==> src/rtl/router_pkg.sv <==
// Shared types and constants for the router input-path controller.
package router_pkg;

    typedef enum logic [2:0] {
        StDecodeAddr,
        StLoadFirstData,
        StLoadData,
        StFifoFull,
        StLoadAfterFull,
        StLoadParity,
        StCheckParity,
        StWaitTillEmpty
    } router_state_t;

    localparam logic [1:0] ADDR_INVALID = 2'd3;
    localparam int unsigned STAT_W = 16;

    // Pick one of three per-FIFO flags; the invalid address selects nothing.
    function automatic logic sel3(input logic [2:0] v, input logic [1:0] idx);
        logic r;
        r = 1'b0;
        case (idx)
            2'd0:    r = v[0];
            2'd1:    r = v[1];
            2'd2:    r = v[2];
            default: r = 1'b0;
        endcase
        return r;
    endfunction

endpackage

==> src/rtl/router_ctrl_fsm_if.sv <==
// Bundle of source, FIFO-status and register-block signals around the router controller.
// Optional stats outputs appear when ROUTER_FSM_STATS_EN is defined.
interface router_ctrl_fsm_if;
    import router_pkg::*;

    logic       pkt_valid;
    logic [1:0] data_in;
    logic       fifo_full;
    logic       fifo_empty_0;
    logic       fifo_empty_1;
    logic       fifo_empty_2;
    logic       soft_reset_0;
    logic       soft_reset_1;
    logic       soft_reset_2;
    logic       parity_done;
    logic       low_pkt_valid;

    logic       detect_addr;
    logic       lfd_state;
    logic       ld_state;
    logic       laf_state;
    logic       full_state;
    logic       write_enb_reg;
    logic       rst_int_reg;
    logic       busy;
`ifdef ROUTER_FSM_STATS_EN
    logic [STAT_W-1:0] pkt_cnt;
    logic [STAT_W-1:0] drop_cnt;
    logic [STAT_W-1:0] abort_cnt;
`endif

    // Environment side: drives status inputs, observes phase strobes.
    modport master (
        output pkt_valid, data_in, fifo_full, fifo_empty_0, fifo_empty_1, fifo_empty_2,
               soft_reset_0, soft_reset_1, soft_reset_2, parity_done, low_pkt_valid,
        input  detect_addr, lfd_state, ld_state, laf_state, full_state, write_enb_reg,
               rst_int_reg, busy
`ifdef ROUTER_FSM_STATS_EN
        , input pkt_cnt, drop_cnt, abort_cnt
`endif
    );

    // Controller side.
    modport slave (
        input  pkt_valid, data_in, fifo_full, fifo_empty_0, fifo_empty_1, fifo_empty_2,
               soft_reset_0, soft_reset_1, soft_reset_2, parity_done, low_pkt_valid,
        output detect_addr, lfd_state, ld_state, laf_state, full_state, write_enb_reg,
               rst_int_reg, busy
`ifdef ROUTER_FSM_STATS_EN
        , output pkt_cnt, drop_cnt, abort_cnt
`endif
    );

endinterface

==> src/rtl/router_fsm_stats.sv <==
// Saturating packet/drop/abort counters for the router controller (ROUTER_FSM_STATS_EN).
module router_fsm_stats
    import router_pkg::*;
(
    input  logic              clk,
    input  logic              rst,
    input  logic              cpe_i,
    input  logic              in_da_i,
    input  logic              pkt_valid_i,
    input  logic [1:0]        data_in_i,
    input  logic              abort_i,
    output logic [STAT_W-1:0] pkt_cnt_o,
    output logic [STAT_W-1:0] drop_cnt_o,
    output logic [STAT_W-1:0] abort_cnt_o
);

    localparam logic [STAT_W-1:0] One = {{(STAT_W-1){1'b0}}, 1'b1};

    logic              pv_q, pv_d;
    logic [STAT_W-1:0] pkt_q, pkt_d;
    logic [STAT_W-1:0] drop_q, drop_d;
    logic [STAT_W-1:0] abort_q, abort_d;
    logic              drop_evt;

    always_comb begin
        pv_d     = pkt_valid_i;
        drop_evt = in_da_i && pkt_valid_i && !pv_q && (data_in_i == ADDR_INVALID);
        pkt_d    = pkt_q;
        drop_d   = drop_q;
        abort_d  = abort_q;
        // Counters stick at all-ones rather than wrapping.
        if (cpe_i && (pkt_q != '1))      pkt_d   = pkt_q + One;
        if (drop_evt && (drop_q != '1))  drop_d  = drop_q + One;
        if (abort_i && (abort_q != '1))  abort_d = abort_q + One;
    end

    always_ff @(posedge clk) begin
        if (!rst) begin
            pv_q    <= 1'b0;
            pkt_q   <= '0;
            drop_q  <= '0;
            abort_q <= '0;
        end else begin
            pv_q    <= pv_d;
            pkt_q   <= pkt_d;
            drop_q  <= drop_d;
            abort_q <= abort_d;
        end
    end

    assign pkt_cnt_o   = pkt_q;
    assign drop_cnt_o  = drop_q;
    assign abort_cnt_o = abort_q;

endmodule

==> src/rtl/router_ctrl_fsm.sv <==
// Router 1x3 input-path sequencer: address decode, drain wait, load/full/parity phases.
// Define ROUTER_FSM_STATS_EN to add the pkt/drop/abort counters.
module router_ctrl_fsm
    import router_pkg::*;
(
    input  logic              clk,
    input  logic              rst,
    router_ctrl_fsm_if.slave  bus
);

    router_state_t state_q, state_d;
    logic [1:0]    addr_q, addr_d;
    logic [2:0]    fifo_empty;
    logic [2:0]    soft_reset;
    logic          soft_abort;

    always_comb begin
        fifo_empty = {bus.fifo_empty_2, bus.fifo_empty_1, bus.fifo_empty_0};
        soft_reset = {bus.soft_reset_2, bus.soft_reset_1, bus.soft_reset_0};
        soft_abort = (state_q != StDecodeAddr) && sel3(soft_reset, addr_q);

        addr_d = addr_q;
        if ((state_q == StDecodeAddr) && bus.pkt_valid) addr_d = bus.data_in;

        state_d = state_q;
        unique case (state_q)
            StDecodeAddr: begin
                if (bus.pkt_valid && (bus.data_in != ADDR_INVALID)) begin
                    state_d = sel3(fifo_empty, bus.data_in) ? StLoadFirstData : StWaitTillEmpty;
                end
            end
            StWaitTillEmpty: if (sel3(fifo_empty, addr_q)) state_d = StLoadFirstData;
            StLoadFirstData: state_d = StLoadData;
            StLoadData: begin
                if (bus.fifo_full)       state_d = StFifoFull;
                else if (!bus.pkt_valid) state_d = StLoadParity;
            end
            StFifoFull: if (!bus.fifo_full) state_d = StLoadAfterFull;
            StLoadAfterFull: begin
                if (bus.parity_done)        state_d = StDecodeAddr;
                else if (bus.low_pkt_valid) state_d = StLoadParity;
                else                        state_d = StLoadData;
            end
            StLoadParity:  state_d = StCheckParity;
            StCheckParity: state_d = bus.fifo_full ? StFifoFull : StDecodeAddr;
            default:       state_d = StDecodeAddr;
        endcase

        // A read-timeout on our own FIFO abandons the packet.
        if (soft_abort) state_d = StDecodeAddr;
    end

    always_ff @(posedge clk) begin
        if (!rst) begin
            state_q <= StDecodeAddr;
            addr_q  <= 2'd0;
        end else begin
            state_q <= state_d;
            addr_q  <= addr_d;
        end
    end

    assign bus.detect_addr   = (state_q == StDecodeAddr);
    assign bus.lfd_state     = (state_q == StLoadFirstData);
    assign bus.ld_state      = (state_q == StLoadData);
    assign bus.laf_state     = (state_q == StLoadAfterFull);
    assign bus.full_state    = (state_q == StFifoFull);
    assign bus.write_enb_reg = (state_q == StLoadData) || (state_q == StLoadParity) ||
                               (state_q == StLoadAfterFull);
    assign bus.rst_int_reg   = (state_q == StCheckParity);
    assign bus.busy          = !((state_q == StDecodeAddr) || (state_q == StLoadData));

`ifdef ROUTER_FSM_STATS_EN
    router_fsm_stats u_stats (
        .clk         (clk),
        .rst         (rst),
        .cpe_i       (state_q == StCheckParity),
        .in_da_i     (state_q == StDecodeAddr),
        .pkt_valid_i (bus.pkt_valid),
        .data_in_i   (bus.data_in),
        .abort_i     (soft_abort),
        .pkt_cnt_o   (bus.pkt_cnt),
        .drop_cnt_o  (bus.drop_cnt),
        .abort_cnt_o (bus.abort_cnt)
    );
`endif

endmodule

==> src/flat_wrapper.sv <==
// flat-port wrapper written by rule: the top's interface ports become plain ports
module router_ctrl_fsm_flat import router_pkg::*;
  (clk, rst, bus_pkt_valid, bus_data_in, bus_fifo_full, bus_fifo_empty_0, bus_fifo_empty_1, bus_fifo_empty_2, bus_soft_reset_0, bus_soft_reset_1, bus_soft_reset_2, bus_parity_done, bus_low_pkt_valid, bus_detect_addr, bus_lfd_state, bus_ld_state, bus_laf_state, bus_full_state, bus_write_enb_reg, bus_rst_int_reg, bus_busy);
  router_ctrl_fsm_if bus_i ();
  input  logic clk;
  input  logic rst;
  input wire logic [$bits(bus_i.pkt_valid)-1:0] bus_pkt_valid;
  input wire logic [$bits(bus_i.data_in)-1:0] bus_data_in;
  input wire logic [$bits(bus_i.fifo_full)-1:0] bus_fifo_full;
  input wire logic [$bits(bus_i.fifo_empty_0)-1:0] bus_fifo_empty_0;
  input wire logic [$bits(bus_i.fifo_empty_1)-1:0] bus_fifo_empty_1;
  input wire logic [$bits(bus_i.fifo_empty_2)-1:0] bus_fifo_empty_2;
  input wire logic [$bits(bus_i.soft_reset_0)-1:0] bus_soft_reset_0;
  input wire logic [$bits(bus_i.soft_reset_1)-1:0] bus_soft_reset_1;
  input wire logic [$bits(bus_i.soft_reset_2)-1:0] bus_soft_reset_2;
  input wire logic [$bits(bus_i.parity_done)-1:0] bus_parity_done;
  input wire logic [$bits(bus_i.low_pkt_valid)-1:0] bus_low_pkt_valid;
  output wire logic [$bits(bus_i.detect_addr)-1:0] bus_detect_addr;
  output wire logic [$bits(bus_i.lfd_state)-1:0] bus_lfd_state;
  output wire logic [$bits(bus_i.ld_state)-1:0] bus_ld_state;
  output wire logic [$bits(bus_i.laf_state)-1:0] bus_laf_state;
  output wire logic [$bits(bus_i.full_state)-1:0] bus_full_state;
  output wire logic [$bits(bus_i.write_enb_reg)-1:0] bus_write_enb_reg;
  output wire logic [$bits(bus_i.rst_int_reg)-1:0] bus_rst_int_reg;
  output wire logic [$bits(bus_i.busy)-1:0] bus_busy;
  assign bus_i.pkt_valid = bus_pkt_valid;
  assign bus_i.data_in = bus_data_in;
  assign bus_i.fifo_full = bus_fifo_full;
  assign bus_i.fifo_empty_0 = bus_fifo_empty_0;
  assign bus_i.fifo_empty_1 = bus_fifo_empty_1;
  assign bus_i.fifo_empty_2 = bus_fifo_empty_2;
  assign bus_i.soft_reset_0 = bus_soft_reset_0;
  assign bus_i.soft_reset_1 = bus_soft_reset_1;
  assign bus_i.soft_reset_2 = bus_soft_reset_2;
  assign bus_i.parity_done = bus_parity_done;
  assign bus_i.low_pkt_valid = bus_low_pkt_valid;
  assign bus_detect_addr = bus_i.detect_addr;
  assign bus_lfd_state = bus_i.lfd_state;
  assign bus_ld_state = bus_i.ld_state;
  assign bus_laf_state = bus_i.laf_state;
  assign bus_full_state = bus_i.full_state;
  assign bus_write_enb_reg = bus_i.write_enb_reg;
  assign bus_rst_int_reg = bus_i.rst_int_reg;
  assign bus_busy = bus_i.busy;
  router_ctrl_fsm u_core (.clk(clk), .rst(rst), .bus(bus_i));
endmodule
==> config.mk <==
export PLATFORM = sky130hd
export DESIGN_NAME = router_ctrl_fsm_flat
export DESIGN_NICKNAME = d
export VERILOG_FILES = /design/src/rtl/router_pkg.sv /design/src/rtl/router_ctrl_fsm_if.sv /design/src/rtl/router_fsm_stats.sv /design/src/rtl/router_ctrl_fsm.sv /design/src/flat_wrapper.sv
export SDC_FILE = /design/constraint.sdc
export NUM_CORES = 1
export LEC_CHECK = 0
export ABC_AREA = 1
export BUFFER_PORTS_ARGS = -buffer_cell sky130_fd_sc_hd__buf_2
export CORE_AREA = 2 2 39 41
export CTS_CLUSTER_DIAMETER = 60
export DETAILED_ROUTE_END_ITERATION = 7
export DIE_AREA = 0 0 41 43
export GPL_TIMING_DRIVEN = 0
export PLACE_DENSITY = 0.65
export SYNTH_ARGS = -nofsm -noshare
export SYNTH_HDL_FRONTEND = slang
export SYNTH_SLANG_ARGS = --single-unit
export TNS_END_PERCENT = 10
==> constraint.sdc <==
create_clock -name clk -period 1.1 [get_ports clk]
set_clock_uncertainty 0.1 [all_clocks]
set_input_delay 0.11 -clock clk [delete_from_list [all_inputs] [get_ports clk]]
set_output_delay 0.11 -clock clk [all_outputs]
set_load 0.1 [all_outputs]
; ---- After elaboration in Yosys (flattened, before gate mapping)
; Cells that the tools add are included.
[classes]
addsub = 0
n_mul = 0
div_mod_pow = 0
n_lt_le_gt_ge = 0
eq_ne = 16
shifts = 0
mux = 16
bitwise = 1
reduce_logical = 13
[ops]
columns = op, n
row1 = $mux 3, 8
row2 = $pmux 3 s8, 1
row3 = $eq 3x3->1 const B, 4
row4 = $pmux 1 s3, 3
row5 = $eq 3x2->1 const B, 2
row6 = $eq 2x1->1 const B, 2
row7 = $eq 2x2->1 const B, 2
row8 = $logic_not 2->1, 2
row9 = $ne 2x1->1 const B, 2
row10 = $ne 2x2->1 const B, 2
row11 = $reduce_and 4->1, 1
row12 = $eq 3x1->1 const B, 1
row13 = $logic_and 1x1->1, 3
row14 = $logic_not 3->1, 1
row15 = $logic_or 1x1->1, 3
row16 = $mux 1, 3
row17 = $ne 3x3->1 const B, 1
row18 = $reduce_bool 3->1, 1
row19 = $mux 2, 1
row20 = $reduce_or 2->1, 1
row21 = $logic_not 1->1, 1
row22 = $not 1->1, 1
[totals]
register_bits = 5
latch_bits = 0
ramBits = 0
romBits = 0
output_inout_bits = 8
elab_cells = 48
mem_count = 0

; ---- Logic depth before layout (Yosys ltp)
; Gate-level depths: netlist (run 1).
[logic_depth]
word_depth = 7
mapped_depth = 9
ltp_nobuf = 9

; ---- Least setup slack after synthesis (run 1)
; OpenSTA, ideal clock, no wires.
[synth_path]
path_kind = register -> output
start = register u_core.state_q[2]
end = output bus_write_enb_reg
arrival_ns = 2.640
required_ns = 0.890
setup_slack_ns = -1.750
stages_incl_launch_ff = 3
n_path_buf = 0
path_cell_list = dfxtp_1 inv_2 o21ai_0
[synth_via]
elab_chain_len = 3
elab_cells_between_ends = 5
cone_classes = 3 x eq/ne / 2 x reduce/logical
[synth_lines]
columns = element, line_no
row1 = from (decl), router_ctrl_fsm.sv:11  ; router_state_t state_q, state_d;
row2 = from (signal assigned), router_ctrl_fsm.sv:55  ; state_q <= StDecodeAddr;
row3 = from (signal assigned), router_ctrl_fsm.sv:58  ; state_q <= state_d;
row4 = $eq 3x2->1 or $eq 3x3->1 (tied branches), router_ctrl_fsm.sv:68  ; assign bus.write_enb_reg = (state_q == StLoadData) || (state_q == StLoadParity) ||
row5 = $logic_or 1x1->1, router_ctrl_fsm.sv:68
row6 = $logic_or 1x1->1 (*), router_ctrl_fsm.sv:68
row7 = to (decl), flat_wrapper.sv:23  ; output wire logic [$bits(bus_i.write_enb_reg)-1:0] bus_write_enb_reg;
; Every way passes the cells marked *; elsewhere a longest branch is shown, timed or not.

; ---- Worst setup path after layout (run 1)
[layout_path]
start = register u_core.state_q[1]
end = output bus_busy
[layout_via]
elab_chain_len = 3
elab_cells_between_ends = 4
cone_classes = 1 x eq/ne / 3 x reduce/logical
[layout_lines]
columns = element, line_no
row1 = $eq 3x2->1 or $logic_not 3->1 (tied branches), router_ctrl_fsm.sv:71  ; assign bus.busy = !((state_q == StDecodeAddr) || (state_q == StLoadData));
row2 = $logic_or 1x1->1 (*), router_ctrl_fsm.sv:71
row3 = $logic_not 1->1 (*), router_ctrl_fsm.sv:71
row4 = to (decl), flat_wrapper.sv:25  ; output wire logic [$bits(bus_i.busy)-1:0] bus_busy;
; Marked as above.

==> flow_summary.ini, run 1 <==
[global_routing]
overflow = 0
antenna_found_initial = 0
grt_max_degree = 10
grt_first_pass_wirelength_um = 2320
grt_pass1_vias = 622
grt_usage_pct = 18.7

[critical_path]
critPathArrivalTime_ns = 1.22
reg2regPathDepth = 9
cp_data_required_time_ns = 0.89
start_kind = flop
cp_max_fo = 5
cp-startpoint = u_core.state_q[1]
r2r_end = u_core.state_q[2]
endpoint_kind = output port
critPathKind = reg -> out
rrSetupSlack_ns = -0.21
r2r_start = u_core.state_q[1]

[sta]
fin_crit_ns = 1.43
holdWs_ns = 0.0444
slew_viol_final = 0
rsz0062_at_grt = yes
tns_ns = -2.75
setup_violations = 13
setup_slack_ns = -0.325
max_freq_mhz = 702
final-hold-violation-count = 0
tightest_slew_ns = 0.207
min_period_over_period_pct = 130
slew_headroom_pct = 86.2

[drt]
via_count = 633
drtIter0Drc = 16
routed_wl_um = 1400
routed_via_density = 4.72
wl_per_cell_um = 10.4
ant_nets = 0
firstDrtPassIters = 4
drcViolationCount = 0

[logic_synthesis]
ys_seq_area_share_pct = 21.1
synth_commonest_cells = 23 x nand2_1, 14 x nand3_1, 12 x nor2_1
avgSynthCellArea_um2 = 5.47
synth_seq_cells = 5
synth_top_area_share_pct = 21.1
ys.flop_type = dfxtp_1
syn-instance-count = 87
async_flop_share_pct = 0
synth.area.top_cells = dfxtp_1 21%, nand2_1 18%, nand3_1 15%
yosys.area.top_type = dfxtp_1
synth.most_common_cell = nand2_1
synthesis.nets = 101
ys_warn_count = 0
netlist_area_um2 = 475
synth_edf_count = 0
ys_types = 14

[clock_network]
cts_tree = done
clk-insertion-delay-late_ns = 0.23
cts_made_buffers = 3
cts_buffer_depth = 2
cts.sinks = 5
cts.clk_slew.worst_paths_ns = 0.04
htreeDepth = 1
clockRootBuffer = clkbuf_4

[floorplan]
start_util_pct = 34.4
ios = 22
dieArea_um2 = 1760
rows = 14
die_x_um = 41
coreArea_um2 = 1380
dieHeight_um = 43

[power]
leakagePower_nw = 0.442
ir_drop_mv = 1.64
power_density_nw_per_um2 = 3280
p_total_w = 0.00297

[final_layout]
final_layout_size_suffix_gt1_share_pct = 50.0
num_antenna_cells = 0
syn_to_final_growth_pct = 90.0
num-nets-final = 133
nFillCells = 118

[hold_path]
min_from = rst
whs_endpoint = u_core.addr_q[1]
holdPathStages = 3
holdCritPathClass = in -> reg

[placed_design]
port-buffer-count = 21
post-place-ws_ns = -0.482
place_hpwl_um = 936
gp_congestion = 0.786

[outcome]
status = finished, violations left
failed_checks = negative setup slack

[run]
drv_cap = 0
==> per-layer routing <==
layer  routed length (um)  vias up  global-route usage, %  part of all wire [%]
li1                     -      339                      -                     -
met1                  568      279                   20.3                    41
met2                  788       15                   33.8                    56
met3                   43        0                   6.28                   3.1
met4                    0        0                   2.00                     0
met5                    0        -                      0                     0
==> sequential cells by signal (all words and copies together) (netlist names) <==
signal	count
u_core.state_q	3
u_core.addr_q	2
==> layout by cell type (no fill, tap or decap), types with 3 or more instances in the layout <==
master	netlist	final
clkbuf_4	0	3
nor2_2	7	4
inv_1	9	7
nand2_4	0	4
buf_12	0	8
nor2_4	0	6
nand3_1	14	13
nand2_1	23	19
nor2_1	12	9
dfxtp_4	0	3
buf_4	0	6
buf_2	0	13
a21oi_1	3	3
o21ai_1	3	3
==> critical path, cell delays in order, from the launching register on <==
cell	delay (ns)
dfxtp_4	0.39
inv_4	0.05
nor2_4	0.13
nand2_4	0.09
nand2_4	0.07
clkinvlp_4	0.08
buf_12	0.17
==> report_power, final <==
group	internal [W]	leakage, nW	switching [W]
clock	0.000137	0.0150	0.0000671
combinational	0.000860	0.384	0.00151
sequential	0.000263	0.0433	0.000126
total	0.00126	0.442	0.00171
==> layout make-up <==
type | count | area, um2 | share of cell area [%]
multi-input cells | 69 | 410 | 45.4
repair buffers | 27 | 270 | 29.9
flip-flops and latches | 5 | 111 | 12.3
inverters | 13 | 65.1 | 7.20
clock buffers | 4 | 26.3 | 2.91
well taps | 16 | 20.0 | 2.22
==> metrics by stage <==
stage | utilization, % | std cells | cell area, um2
floorplan | - | 87 | 527
global route | 65.3 | 134 | 903
CTS | 64.0 | 133 | 886
global placement | 47.1 | 124 | 652
detailed placement | 47.1 | 124 | 652
finish | 65.3 | 134 | 903
==> timing repair <==
item                       4_1_cts  5_1_grt
setup buffers                    5        1
hold buffers                     0        0
pin swaps                        7        4
resized for setup               48        2
hold endpoints to repair         0        0
setup endpoints to repair       13       13
==> logic make-up after synthesis <==
| kind of cell | Yosys count | share of synthesized area [%] |
|---|---|---|
| buffers and inverters | 13 | 10.3 |
| DFF | 5 | 21.1 |
| and+or+nand+nor | 61 | 58.9 |
| AOI/OAI and AO/OA | 8 | 9.73 |
==> worst max path at each step <==
stage | slack, ns | to | depth (start not counted)
6_report | -0.33 | bus_busy | 6
3_5_place_dp | -0.48 | bus_busy | 5
4_1_cts | -0.34 | bus_busy | 6
5_1_grt | -0.37 | bus_busy | 6
2_1_floorplan | -0.46 | u_core.state_q[1] | 8
3_3_place_gp | -0.47 | bus_busy | 5
(Power assumes the default switching activity.)
==> inputs of run 2 (changes only) <==
--- a/config.mk
+++ b/config.mk
@@ -12,7 +12,7 @@
 export DETAILED_ROUTE_END_ITERATION = 7
 export DIE_AREA = 0 0 41 43
 export GPL_TIMING_DRIVEN = 0
-export PLACE_DENSITY = 0.65
+export PLACE_DENSITY = 0.63
 export SYNTH_ARGS = -nofsm -noshare
 export SYNTH_HDL_FRONTEND = slang
 export SYNTH_SLANG_ARGS = --single-unit
==> constraint.sdc (replaced) <==
create_clock -name clk -period 1.6 [get_ports clk]
set_clock_uncertainty 0.1 [all_clocks]
set_input_delay 0.16 -clock clk [delete_from_list [all_inputs] [get_ports clk]]
set_output_delay 0.16 -clock clk [all_outputs]
set_load 0.1 [all_outputs]
==> run 2 against run 1 <==
The flow now finishes without violations. Cell count is 4.5% lower. First-iteration DRC count decreased by 50%. Core utilization fell by 14 points. Sequential power fell by 34%. Global-route usage shrank 3.3 points. Sequential cell count unchanged. Total power fell by 45%. Worst hold slack improved by 0.054 ns. Clock power decreased by 30%. Critical endpoint unchanged. Highest routed layer unchanged.
==> flow_summary.ini, run 2 (synthesis gave the netlist of run 1 again) <==
[outcome]
status = complete, no violations

[sta]
rsz0062_at_grt = yes
min_period_over_period_pct = 94.3
fin_crit_ns = 1.51
max_freq_mhz = 663
slew_viol_final = 0
tns_ns = 0
setup_violations = 0
final-hold-violation-count = 0
tightest_slew_ns = 0.278
slew_headroom_pct = 81.6
holdWs_ns = 0.0981

[power]
power_density_nw_per_um2 = 2290
power.internal_w = 0.000593
pwr-share-clk_pct = 8.8
ir_drop_mv = 1.10
sequentialPowerShare_pct = 15.7
combPwrFrac_pct = 75.5
p_switching_w = 0.00103
leakagePower_nw = 0.382
swShare_pct = 63.5

[critical_path]
path_cells = inv_2, nand2_2, nand2_1, inv_1, buf_8
start_kind = flop
reg2regPathDepth = 7
critPathKind = reg -> out
r2r_start = u_core.state_q[2]
rrSetupSlack_ns = 0.28
max_stage_delay_ns = 0.37
crit_buf_inv = 3
cp_max_fo = 9
cpMaxStageDelayCell = dfxtp_4
critPathArrivalTime_ns = 1.25
r2r_end = u_core.state_q[0]
endpoint_kind = output port
cp_data_required_time_ns = 1.34
critPathTopFamily = buffers and inverters

[final_layout]
largest-register = u_core.state_q
num-nets-final = 127
layout_common_cells = 22 x nand2_1, 14 x nand3_1, 13 x buf_2
final_layout_size_suffix_gt1_share_pct = 42.0
largest_reg_flops = 3
syn_to_final_growth_pct = 49.2
reg_top3 = u_core.state_q (3), u_core.addr_q (2)
final_common_cell = nand2_1
num_antenna_cells = 0
nFillCells = 159
fin_util_pct = 51.3

[clock_network]
cts_tree = done
post-cts-setup-buffers = 0
cts_buffer_depth = 2
cts.sinks = 5
clk-insertion-delay-late_ns = 0.24
cts.clk_slew.worst_paths_ns = 0.05
post_cts_resized = 11
ctsHoldBuffers = 0
cts_made_buffers = 3
htreeDepth = 1
clockRootBuffer = clkbuf_4

[hold_path]
min_from = rst
whs_endpoint = u_core.addr_q[1]
holdPathStages = 3
holdCritPathClass = in -> reg

[drt]
firstDrtPassIters = 3
via_count = 602
drcViolationCount = 0
wl_per_cell_um = 9.18
routed_wl_um = 1180
ant_nets = 0
routed_via_density = 4.70
drtIter0Drc = 8

[run]
drv_cap = 0

[placed_design]
port-buffer-count = 21
gp_congestion = 0.739
place_hpwl_um = 996

[floorplan]
rows = 14
start_util_pct = 34.4
ios = 22
dieHeight_um = 43
die_x_um = 41
dieArea_um2 = 1760
coreArea_um2 = 1380

[global_routing]
grt_first_pass_wirelength_um = 1900
antenna_found_initial = 0
grt_pass1_vias = 511
grt_usage_pct = 15.4
grt_max_degree = 10
overflow = 0
run 2: cell count changes in the layout (fill, tap and decap cells not counted), moves of 3 or more:
cell | before | now
nand2_4 | 4 | 0
buf_6 | 0 | 3
buf_12 | 8 | 0
nor2_4 | 6 | 3
nand2_1 | 19 | 22
run 2: power by group through the flow:
stage	clock [W]	sequential, W	combinational (W)
final	0.000142	0.000255	0.00123
after detailed placement	0	0.000244	0.00112
after global routing	0.000166	0.000265	0.00131
after floorplan	0	0.000227	0.000966
after global placement	0	0.000244	0.00111
after CTS	0.000150	0.000245	0.00119
run 2: worst max-delay path by stage:
stage,from,end,cells past startpoint
floorplan,u_core.state_q[2],bus_busy,4
global placement,u_core.state_q[2],bus_busy,5
detailed placement,u_core.state_q[2],bus_busy,5
CTS,u_core.state_q[2],bus_busy,5
global route,u_core.state_q[2],bus_busy,5
finish,u_core.state_q[2],bus_busy,5
run 2: area by class of cell:
type / count / area [um2] / share of cell area [%]
sequential: 5 / 109 / 15.3
timing repair buffer: 21 / 144 / 20.3
clock inverter: 1 / 5.00 / 0.705
inverter: 13 / 48.8 / 6.88
tap: 16 / 20.0 / 2.82
multi-input combinational: 69 / 360 / 50.8
clock buffer: 3 / 22.5 / 3.17
run 2: stage by stage:
step	cell area [um2]	worst slack (ns)	total power, W	std cells
6_report	709	0.0914	0.00162	128
5_1_grt	709	-0.0177	0.00174	128
4_1_cts	684	-0.0393	0.00159	128
3_5_place_dp	628	-0.0994	0.00136	124
3_3_place_gp	628	-0.0884	0.00136	124
2_1_floorplan	503	-0.0846	0.00119	87
run 2: routing by layer:
metal / vias to the layer above / global-route usage, % / share of wire, %
li1: 328 / - / -
met1: 259 / 16.4 / 43
met2: 15 / 27.2 / 53
met3: 0 / 4.71 / 4.8
met4: 0 / 4.00 / 0
met5: - / 0 / 0
run 2: worst reg2reg max path, stage by stage, from the launching register on:
cell	delay, ns
dfxtp_4	0.39
inv_2	0.12
nand3_1	0.18
nand3_2	0.11
nor2_2	0.13
nand2_1	0.07
nand2_1	0.07
nor2_2	0.03
